### src/rtl/mips_mc_pkg.sv
// Shared types and encodings for the multi-cycle MIPS control unit.
package mips_mc_pkg;

  typedef enum logic [2:0] {
    FETCH  = 3'd0,
    DECODE = 3'd1,
    EXEC   = 3'd2,
    MEM    = 3'd3,
    WB     = 3'd4,
    ERR    = 3'd5
  } state_e;

  localparam logic [5:0] OP_RTYPE   = 6'h00;
  localparam logic [5:0] OP_J       = 6'h02;
  localparam logic [5:0] OP_JAL     = 6'h03;
  localparam logic [5:0] OP_BEQ     = 6'h04;
  localparam logic [5:0] OP_ORI     = 6'h0D;
  localparam logic [5:0] OP_LUI     = 6'h0F;
  localparam logic [5:0] OP_LW      = 6'h23;
  localparam logic [5:0] OP_SW      = 6'h2B;
  localparam logic [5:0] FUNCT_ADDU = 6'h21;
  localparam logic [5:0] FUNCT_SUBU = 6'h23;

  localparam logic [2:0] ALU_ADD = 3'b000;
  localparam logic [2:0] ALU_SUB = 3'b001;
  localparam logic [2:0] ALU_OR  = 3'b010;
  localparam logic [2:0] ALU_LUI = 3'b011;

  localparam logic [1:0] EXT_ZERO  = 2'b00;
  localparam logic [1:0] EXT_SIGN  = 2'b01;
  localparam logic [1:0] EXT_UPPER = 2'b10;

  localparam logic [1:0] NPC_PC4    = 2'b00;
  localparam logic [1:0] NPC_BRANCH = 2'b01;
  localparam logic [1:0] NPC_JUMP   = 2'b10;

  localparam logic [1:0] DST_RT  = 2'b00;
  localparam logic [1:0] DST_RD  = 2'b01;
  localparam logic [1:0] DST_R31 = 2'b10;

  localparam logic [1:0] WD_ALU  = 2'b00;
  localparam logic [1:0] WD_MEM  = 2'b01;
  localparam logic [1:0] WD_LINK = 2'b10;

  // funct only matters for R-type; every other opcode ignores it.
  function automatic logic is_legal(input logic [5:0] op, input logic [5:0] funct);
    case (op)
      OP_RTYPE: return (funct == FUNCT_ADDU) || (funct == FUNCT_SUBU);
      OP_J, OP_JAL, OP_BEQ, OP_ORI, OP_LUI, OP_LW, OP_SW: return 1'b1;
      default: return 1'b0;
    endcase
  endfunction

endpackage

### src/rtl/mips_mc_ctrl_if.sv
// Instruction-field inputs, memory handshake and datapath controls of mips_mc_ctrl.
interface mips_mc_ctrl_if;
  logic [5:0] op;
  logic [5:0] funct;
  logic       zero;
  logic       mem_ready;
  logic       mem_req;
  logic       mem_we;
  logic       mem_isel;
  logic       ir_we;
  logic       pc_we;
  logic [1:0] npc_sel;
  logic       reg_we;
  logic [1:0] dst_sel;
  logic [1:0] wd_sel;
  logic       alu_b_sel;
  logic [2:0] alu_ctr;
  logic [1:0] ext_op;
  logic       busy;
  logic       err;

  modport master (
    input  op, funct, zero, mem_ready,
    output mem_req, mem_we, mem_isel, ir_we, pc_we, npc_sel, reg_we,
           dst_sel, wd_sel, alu_b_sel, alu_ctr, ext_op, busy, err
  );

  modport slave (
    output op, funct, zero, mem_ready,
    input  mem_req, mem_we, mem_isel, ir_we, pc_we, npc_sel, reg_we,
           dst_sel, wd_sel, alu_b_sel, alu_ctr, ext_op, busy, err
  );
endinterface

### src/rtl/mips_mc_watchdog.sv
// Counts consecutive memory wait cycles; flags the cycle in which the count reaches TIMEOUT.
module mips_mc_watchdog #(
  parameter int TIMEOUT = 16,
  parameter int TO_W    = 5
) (
  input  logic clk,
  input  logic rst,
  input  logic wait_i,
  output logic timeout_o
);

  logic [TO_W-1:0] cnt_q;
  logic [TO_W-1:0] cnt_d;

  assign cnt_d = wait_i ? cnt_q + TO_W'(1) : '0;

  always_ff @(posedge clk) begin
    if (rst) cnt_q <= '0;
    else     cnt_q <= cnt_d;
  end

  // Fires while the TIMEOUT-th wait cycle is in progress, so a late ready still wins.
  assign timeout_o = wait_i && (cnt_q == TO_W'(TIMEOUT - 1));

endmodule

### src/rtl/mips_mc_ctrl.sv
// Multi-cycle MIPS control FSM sharing one memory port via req/ready.
// Define MIPS_MC_PERF_EN to add the perf_instr/perf_stall counters.
module mips_mc_ctrl
  import mips_mc_pkg::*;
#(
  parameter int TIMEOUT = 16,
  parameter int TO_W    = 5,
  parameter int PERF_W  = 32
) (
  input  logic              clk,
  input  logic              rst,
  mips_mc_ctrl_if.master    bus
`ifdef MIPS_MC_PERF_EN
  ,
  output logic [PERF_W-1:0] perf_instr,
  output logic [PERF_W-1:0] perf_stall
`endif
);

  if ((PERF_W < 1) || ((1 << TO_W) <= TIMEOUT)) begin : g_bad_params
    $error("mips_mc_ctrl: need PERF_W >= 1 and 2**TO_W > TIMEOUT");
  end

  state_e state_q, state_d;
  logic   mem_wait;
  logic   timeout;

  assign mem_wait = ((state_q == FETCH) || (state_q == MEM)) && !bus.mem_ready;

  mips_mc_watchdog #(.TIMEOUT(TIMEOUT), .TO_W(TO_W)) u_watchdog (
    .clk       (clk),
    .rst       (rst),
    .wait_i    (mem_wait),
    .timeout_o (timeout)
  );

  always_ff @(posedge clk) begin
    if (rst) state_q <= FETCH;
    else     state_q <= state_d;
  end

  // Everything is forced low while rst is high so a pending write is dropped at once.
  always_comb begin
    state_d       = state_q;
    bus.mem_req   = 1'b0;
    bus.mem_we    = 1'b0;
    bus.mem_isel  = 1'b0;
    bus.ir_we     = 1'b0;
    bus.pc_we     = 1'b0;
    bus.npc_sel   = NPC_PC4;
    bus.reg_we    = 1'b0;
    bus.dst_sel   = DST_RT;
    bus.wd_sel    = WD_ALU;
    bus.alu_b_sel = 1'b0;
    bus.alu_ctr   = ALU_ADD;
    bus.ext_op    = EXT_ZERO;
    bus.busy      = 1'b0;
    bus.err       = 1'b0;
    if (!rst) begin
      bus.busy = (state_q != ERR);
      case (state_q)
        FETCH: begin
          bus.mem_req  = 1'b1;
          bus.mem_isel = 1'b1;
          if (bus.mem_ready) begin
            bus.ir_we = 1'b1;
            bus.pc_we = 1'b1;
            state_d   = DECODE;
          end else if (timeout) begin
            state_d = ERR;
          end
        end
        DECODE: begin
          if (!is_legal(bus.op, bus.funct)) begin
            state_d = ERR;
          end else if ((bus.op == OP_J) || (bus.op == OP_JAL)) begin
            bus.pc_we   = 1'b1;
            bus.npc_sel = NPC_JUMP;
            state_d     = FETCH;
            if (bus.op == OP_JAL) begin
              bus.reg_we  = 1'b1;
              bus.dst_sel = DST_R31;
              bus.wd_sel  = WD_LINK;
            end
          end else begin
            state_d = EXEC;
          end
        end
        EXEC: begin
          state_d = WB;
          case (bus.op)
            OP_RTYPE: bus.alu_ctr = (bus.funct == FUNCT_SUBU) ? ALU_SUB : ALU_ADD;
            OP_ORI: begin
              bus.alu_b_sel = 1'b1;
              bus.alu_ctr   = ALU_OR;
            end
            OP_LUI: begin
              bus.ext_op    = EXT_UPPER;
              bus.alu_b_sel = 1'b1;
              bus.alu_ctr   = ALU_LUI;
            end
            OP_LW, OP_SW: begin
              bus.ext_op    = EXT_SIGN;
              bus.alu_b_sel = 1'b1;
              state_d       = MEM;
            end
            OP_BEQ: begin
              bus.alu_ctr = ALU_SUB;
              state_d     = FETCH;
              if (bus.zero) begin
                bus.pc_we   = 1'b1;
                bus.npc_sel = NPC_BRANCH;
              end
            end
            default: state_d = ERR;
          endcase
        end
        MEM: begin
          bus.mem_req = 1'b1;
          bus.mem_we  = (bus.op == OP_SW);
          if (bus.mem_ready)  state_d = (bus.op == OP_LW) ? WB : FETCH;
          else if (timeout)   state_d = ERR;
        end
        WB: begin
          bus.reg_we = 1'b1;
          state_d    = FETCH;
          if (bus.op == OP_LW)         bus.wd_sel  = WD_MEM;
          else if (bus.op == OP_RTYPE) bus.dst_sel = DST_RD;
        end
        ERR:     bus.err = 1'b1;
        default: state_d = ERR;
      endcase
    end
  end

`ifdef MIPS_MC_PERF_EN
  logic [PERF_W-1:0] perf_instr_q;
  logic [PERF_W-1:0] perf_stall_q;

  // An instruction retires whenever the FSM heads back to FETCH from a working state.
  always_ff @(posedge clk) begin
    if (rst) begin
      perf_instr_q <= '0;
      perf_stall_q <= '0;
    end else begin
      if ((state_d == FETCH) && (state_q inside {DECODE, EXEC, MEM, WB}))
        perf_instr_q <= perf_instr_q + PERF_W'(1);
      if (mem_wait)
        perf_stall_q <= perf_stall_q + PERF_W'(1);
    end
  end

  assign perf_instr = perf_instr_q;
  assign perf_stall = perf_stall_q;
`endif

endmodule

### src/flat_wrapper.sv
// flat-port wrapper written by rule: the top's interface ports become plain ports
module mips_mc_ctrl_flat import mips_mc_pkg::*;
#(
  parameter int TIMEOUT = 16,
  parameter int TO_W    = 5,
  parameter int PERF_W  = 32
)
  (clk, rst, bus_op, bus_funct, bus_zero, bus_mem_ready, bus_mem_req, bus_mem_we, bus_mem_isel, bus_ir_we, bus_pc_we, bus_npc_sel, bus_reg_we, bus_dst_sel, bus_wd_sel, bus_alu_b_sel, bus_alu_ctr, bus_ext_op, bus_busy, bus_err);
  mips_mc_ctrl_if bus_i ();
  input  logic clk;
  input  logic rst;
  input wire logic [$bits(bus_i.op)-1:0] bus_op;
  input wire logic [$bits(bus_i.funct)-1:0] bus_funct;
  input wire logic [$bits(bus_i.zero)-1:0] bus_zero;
  input wire logic [$bits(bus_i.mem_ready)-1:0] bus_mem_ready;
  output wire logic [$bits(bus_i.mem_req)-1:0] bus_mem_req;
  output wire logic [$bits(bus_i.mem_we)-1:0] bus_mem_we;
  output wire logic [$bits(bus_i.mem_isel)-1:0] bus_mem_isel;
  output wire logic [$bits(bus_i.ir_we)-1:0] bus_ir_we;
  output wire logic [$bits(bus_i.pc_we)-1:0] bus_pc_we;
  output wire logic [$bits(bus_i.npc_sel)-1:0] bus_npc_sel;
  output wire logic [$bits(bus_i.reg_we)-1:0] bus_reg_we;
  output wire logic [$bits(bus_i.dst_sel)-1:0] bus_dst_sel;
  output wire logic [$bits(bus_i.wd_sel)-1:0] bus_wd_sel;
  output wire logic [$bits(bus_i.alu_b_sel)-1:0] bus_alu_b_sel;
  output wire logic [$bits(bus_i.alu_ctr)-1:0] bus_alu_ctr;
  output wire logic [$bits(bus_i.ext_op)-1:0] bus_ext_op;
  output wire logic [$bits(bus_i.busy)-1:0] bus_busy;
  output wire logic [$bits(bus_i.err)-1:0] bus_err;
  assign bus_i.op = bus_op;
  assign bus_i.funct = bus_funct;
  assign bus_i.zero = bus_zero;
  assign bus_i.mem_ready = bus_mem_ready;
  assign bus_mem_req = bus_i.mem_req;
  assign bus_mem_we = bus_i.mem_we;
  assign bus_mem_isel = bus_i.mem_isel;
  assign bus_ir_we = bus_i.ir_we;
  assign bus_pc_we = bus_i.pc_we;
  assign bus_npc_sel = bus_i.npc_sel;
  assign bus_reg_we = bus_i.reg_we;
  assign bus_dst_sel = bus_i.dst_sel;
  assign bus_wd_sel = bus_i.wd_sel;
  assign bus_alu_b_sel = bus_i.alu_b_sel;
  assign bus_alu_ctr = bus_i.alu_ctr;
  assign bus_ext_op = bus_i.ext_op;
  assign bus_busy = bus_i.busy;
  assign bus_err = bus_i.err;
  mips_mc_ctrl #(.TIMEOUT(TIMEOUT), .TO_W(TO_W), .PERF_W(PERF_W)) u_core (.clk(clk), .rst(rst), .bus(bus_i));
endmodule
### config.mk
export PLATFORM = sky130hd
export DESIGN_NAME = mips_mc_ctrl_flat
export DESIGN_NICKNAME = d
export VERILOG_FILES = /design/src/rtl/mips_mc_pkg.sv /design/src/rtl/mips_mc_ctrl_if.sv /design/src/rtl/mips_mc_watchdog.sv /design/src/rtl/mips_mc_ctrl.sv /design/src/flat_wrapper.sv
export SDC_FILE = /design/constraint.sdc
export NUM_CORES = 1
export LEC_CHECK = 0
export BUFFER_PORTS_ARGS = -buffer_cell sky130_fd_sc_hd__buf_2
export CORE_ASPECT_RATIO = 0.6
export CORE_UTILIZATION = 35
export CTS_CLUSTER_SIZE = 8
export DETAILED_ROUTE_END_ITERATION = 8
export PLACE_DENSITY = 0.74
export SETUP_SLACK_MARGIN = 0.1
export SYNTH_ARGS = -nofsm -noshare
export SYNTH_HDL_FRONTEND = slang
export SYNTH_SLANG_ARGS = --single-unit
### constraint.sdc
create_clock -name clk -period 1.9 [get_ports clk]
set_input_delay 0.38 -clock clk [delete_from_list [all_inputs] [get_ports clk]]
set_output_delay 0.38 -clock clk [all_outputs]
set_load 0.05 [all_outputs]
==> run summary <==
Yosys warnings: 0
Clk buf depth: 2
CTS root buf: clkbuf_8
CP peak stage delay: 370 ps
Placer congestion estimate: 0.8894
CP max FO: 4
Cell area after synthesis: 822.0 sq um
First-pass GRT wire length: 5264 um
Logic gate share of total power: 0.445
Area Overhead vs Synth: 104.6%
H-tree depth: 1
Crit-path slowest cell: dfxtp_4
Number of distinct library cells after synthesis: 40
Die Width: 64.57 um
Core Rows: 13
Number of global-route vias before repair: 1077
CP required: 1520 ps
Vias/cell: 6.243
Met1 GRT Util: 0.3587
Critical path capture point: bus_ext_op[1]
Worst R2R Start: u_core.u_watchdog.cnt_q[0]$_SDFF_PP0_
Final Hold Fails: 0
Net count after synthesis: 136
Sw frac: 0.4191
EDFF count, synth: 0
Minimum clock period: 1905 ps
CP Cell Sequence: inv_4 > nor2_4 > nand3_4 > nor4_4 > and2_4 > buf_8
Async SR Flop Fraction: 0
Setup crit end kind: primary output
Die height: 39.54 um
Sequential cell area: 168.9 sq um
Gr usage total: 0.2827
Min-delay worst type: reg2reg
Die area: 2553 sq um
Unrepaired setup endpoints after global routing: true
Overflow after GRT: 0
Initial antenna violation count: 0
Clk sinks: 8
Worst-Skew Late Latency: 250 ps
Clk pwr share: 0.310
Syn Inst Count: 118
Fmax: 525.0 MHz
Multi-input gate area: 824.5 sq um
Initial core utilization: 0.3744
Residual DRC: 0
Cell-internal power: 0.4578 mW
CP Launch Type: flop
Critical path type: reg2out
Routing usage on met2: 0.4816
MaxCap Viol Count: 0
Synth cell count leaders: 20 x nor2_1, 8 x dfxtp_1, 8 x nand2_1
FF+latch count, synth: 8
Clock slew at reported path FFs: 50 ps
Violated checks: setup timing
HPWL after DPL: 2225 um
Top-area cell type share of the netlist area: 0.1948
Final Max Slew Viols: 0
Core area: 2196 sq um
Worst r2r dst: u_core.state_q[0]$_SDFFE_PP0P_
Largest cells by area after synthesis: dfxtp_1 19%, nor2_1 9.1%, and3_1 5.3%
Synth Flop Type: dfxtp_1
Gr busiest metal: met2
Tcrit/Tclk final: 1.002
IO Port Bufs: 34
DR vias: 1311
Status: finished, violations left
Fin nets: 200
Layout cells sized above 1: 0.6222
# IOs: 36
VDD IR max: 0.0003296 V
# fillers: 144
Global Route met3 Usage: 0.07267
Antenna diode count: 0
Max Clock Skew: 3.257 ps
Overall power: 0.7882 mW
Syn avg cell area: 6.966 sq um
Final setup margin: -4.642 ps
Crit path DAT: 1520 ps
Power density over cell area: 468.7 nW/um^2
Pin count of the biggest net entering global routing: 10
Clock buffer count from CTS: 3
TritonCTS clock tree: built
Setup WS pre-CTS: -148.6 ps
Starting DRC count in detailed routing: 160
Final setup viols: 1
Routed Antenna Nets: 0
Cell leakage power: 0.7189 nW
R2R cell count: 7
Seq pwr share: 0.245
Switching Power: 0.3303 mW
Detailed Route WL: 4459 um
Reg2reg setup slack: 140 ps
Seq/Total Area, Yosys: 0.1948
WL per Instance: 21.23 um
Critical Path Start: u_core.state_q[1]$_SDFFE_PP0P_
Drt first pass iters: 4
Most numerous cell in the Yosys netlist: nor2_1
Post-CTS Hold Fix Bufs: 0
Yosys top cell by area: dfxtp_1
[per-stage QoR]
| stage | TNS [ps] | hold slack (ps) | std cells | instance area [sq um] | utilization |
|---|---|---|---|---|---|
| after floorplan | -2128 | 417.9 | 118 | 985.9 | - |
| after global placement | -287.4 | 427.0 | 197 | 1276 | 0.5812 |
| after detailed placement | -413.4 | 439.5 | 197 | 1276 | 0.5812 |
| after CTS | -9.068 | 446.3 | 208 | 1580 | 0.7197 |
| after global routing | -20.56 | 537.1 | 210 | 1682 | 0.7658 |
| final | -4.642 | 546.7 | 210 | 1682 | 0.7658 |
[area by class of cell]
class,instances,area share
timing repair buffer,69,0.3497
tap,30,0.02232
multi-input combinational,95,0.4903
clock buffer,3,0.02455
inverter,5,0.01265
sequential,8,0.1004
[layout by cell type (no fill, tap or decap), drive strengths merged, types with 3 or more instances in the layout]
cell    instances
nor4            5
a21oi           7
nand2b          3
nand3           5
o21ai           4
dfxtp           8
nand2           8
nor2           20
buf            68
and3            7
inv             5
clkbuf          4
nor3            6
nor2b           3
[state kept, by name (all words and copies together), names as in the netlist]
register,count
u_core.u_watchdog.cnt_q,5
u_core.state_q,3
[worst min-delay path by stage]
stage | slack, ps | to | depth (start not counted) | start
after floorplan | 420 | u_core.u_watchdog.cnt_q[0]$_SDFF_PP0_ | 1 | u_core.u_watchdog.cnt_q[0]$_SDFF_PP0_
after global placement | 430 | u_core.u_watchdog.cnt_q[0]$_SDFF_PP0_ | 1 | u_core.u_watchdog.cnt_q[0]$_SDFF_PP0_
after detailed placement | 440 | u_core.u_watchdog.cnt_q[0]$_SDFF_PP0_ | 1 | u_core.u_watchdog.cnt_q[0]$_SDFF_PP0_
after CTS | 450 | u_core.u_watchdog.cnt_q[0]$_SDFF_PP0_ | 1 | u_core.u_watchdog.cnt_q[0]$_SDFF_PP0_
after global routing | 540 | u_core.u_watchdog.cnt_q[0]$_SDFF_PP0_ | 1 | u_core.u_watchdog.cnt_q[0]$_SDFF_PP0_
final | 550 | u_core.u_watchdog.cnt_q[0]$_SDFF_PP0_ | 1 | u_core.u_watchdog.cnt_q[0]$_SDFF_PP0_
[power by group through the flow]
stage                     Combinational, mW  Sequential, mW  Clock [mW]
after floorplan                       0.181           0.186           0
after global placement                0.258           0.190           0
after detailed placement              0.265           0.191           0
after CTS                             0.309           0.190       0.206
after global routing                  0.364           0.194       0.243
final                                 0.351           0.193       0.244
[kinds of logic after synthesis]
family                     synth area share
buffers and inverters               0.09436
AOI/OAI and AO/OA                    0.1720
xor gates and xnor gates            0.03197
DFF                                  0.1948
adders and majority gates           0.03044
other                              0.004562
and+or+nand+nor                      0.4718
[timing repair]
| action | CTS | global route |
|---|---|---|
| pin swaps | 10 | 7 |
| setup buffers | 8 | 2 |
| gates resized for setup | 56 | 24 |
| endpoints found under the setup margin | 14 | 14 |
[metal layers]
metal  up-vias  wire length, um
li1        546                -
met1       624             1786
met2       106             1987
met3        35              413
met4         0              271
met5         -                0
[critical path: cells and delay by family (launching register included)]
kind                   cells  cell delay, ps
buffers and inverters      2             200
DFF                        1             370
and+or+nand+nor            4             700
Note: power is estimated with default switching activity, not from simulation.
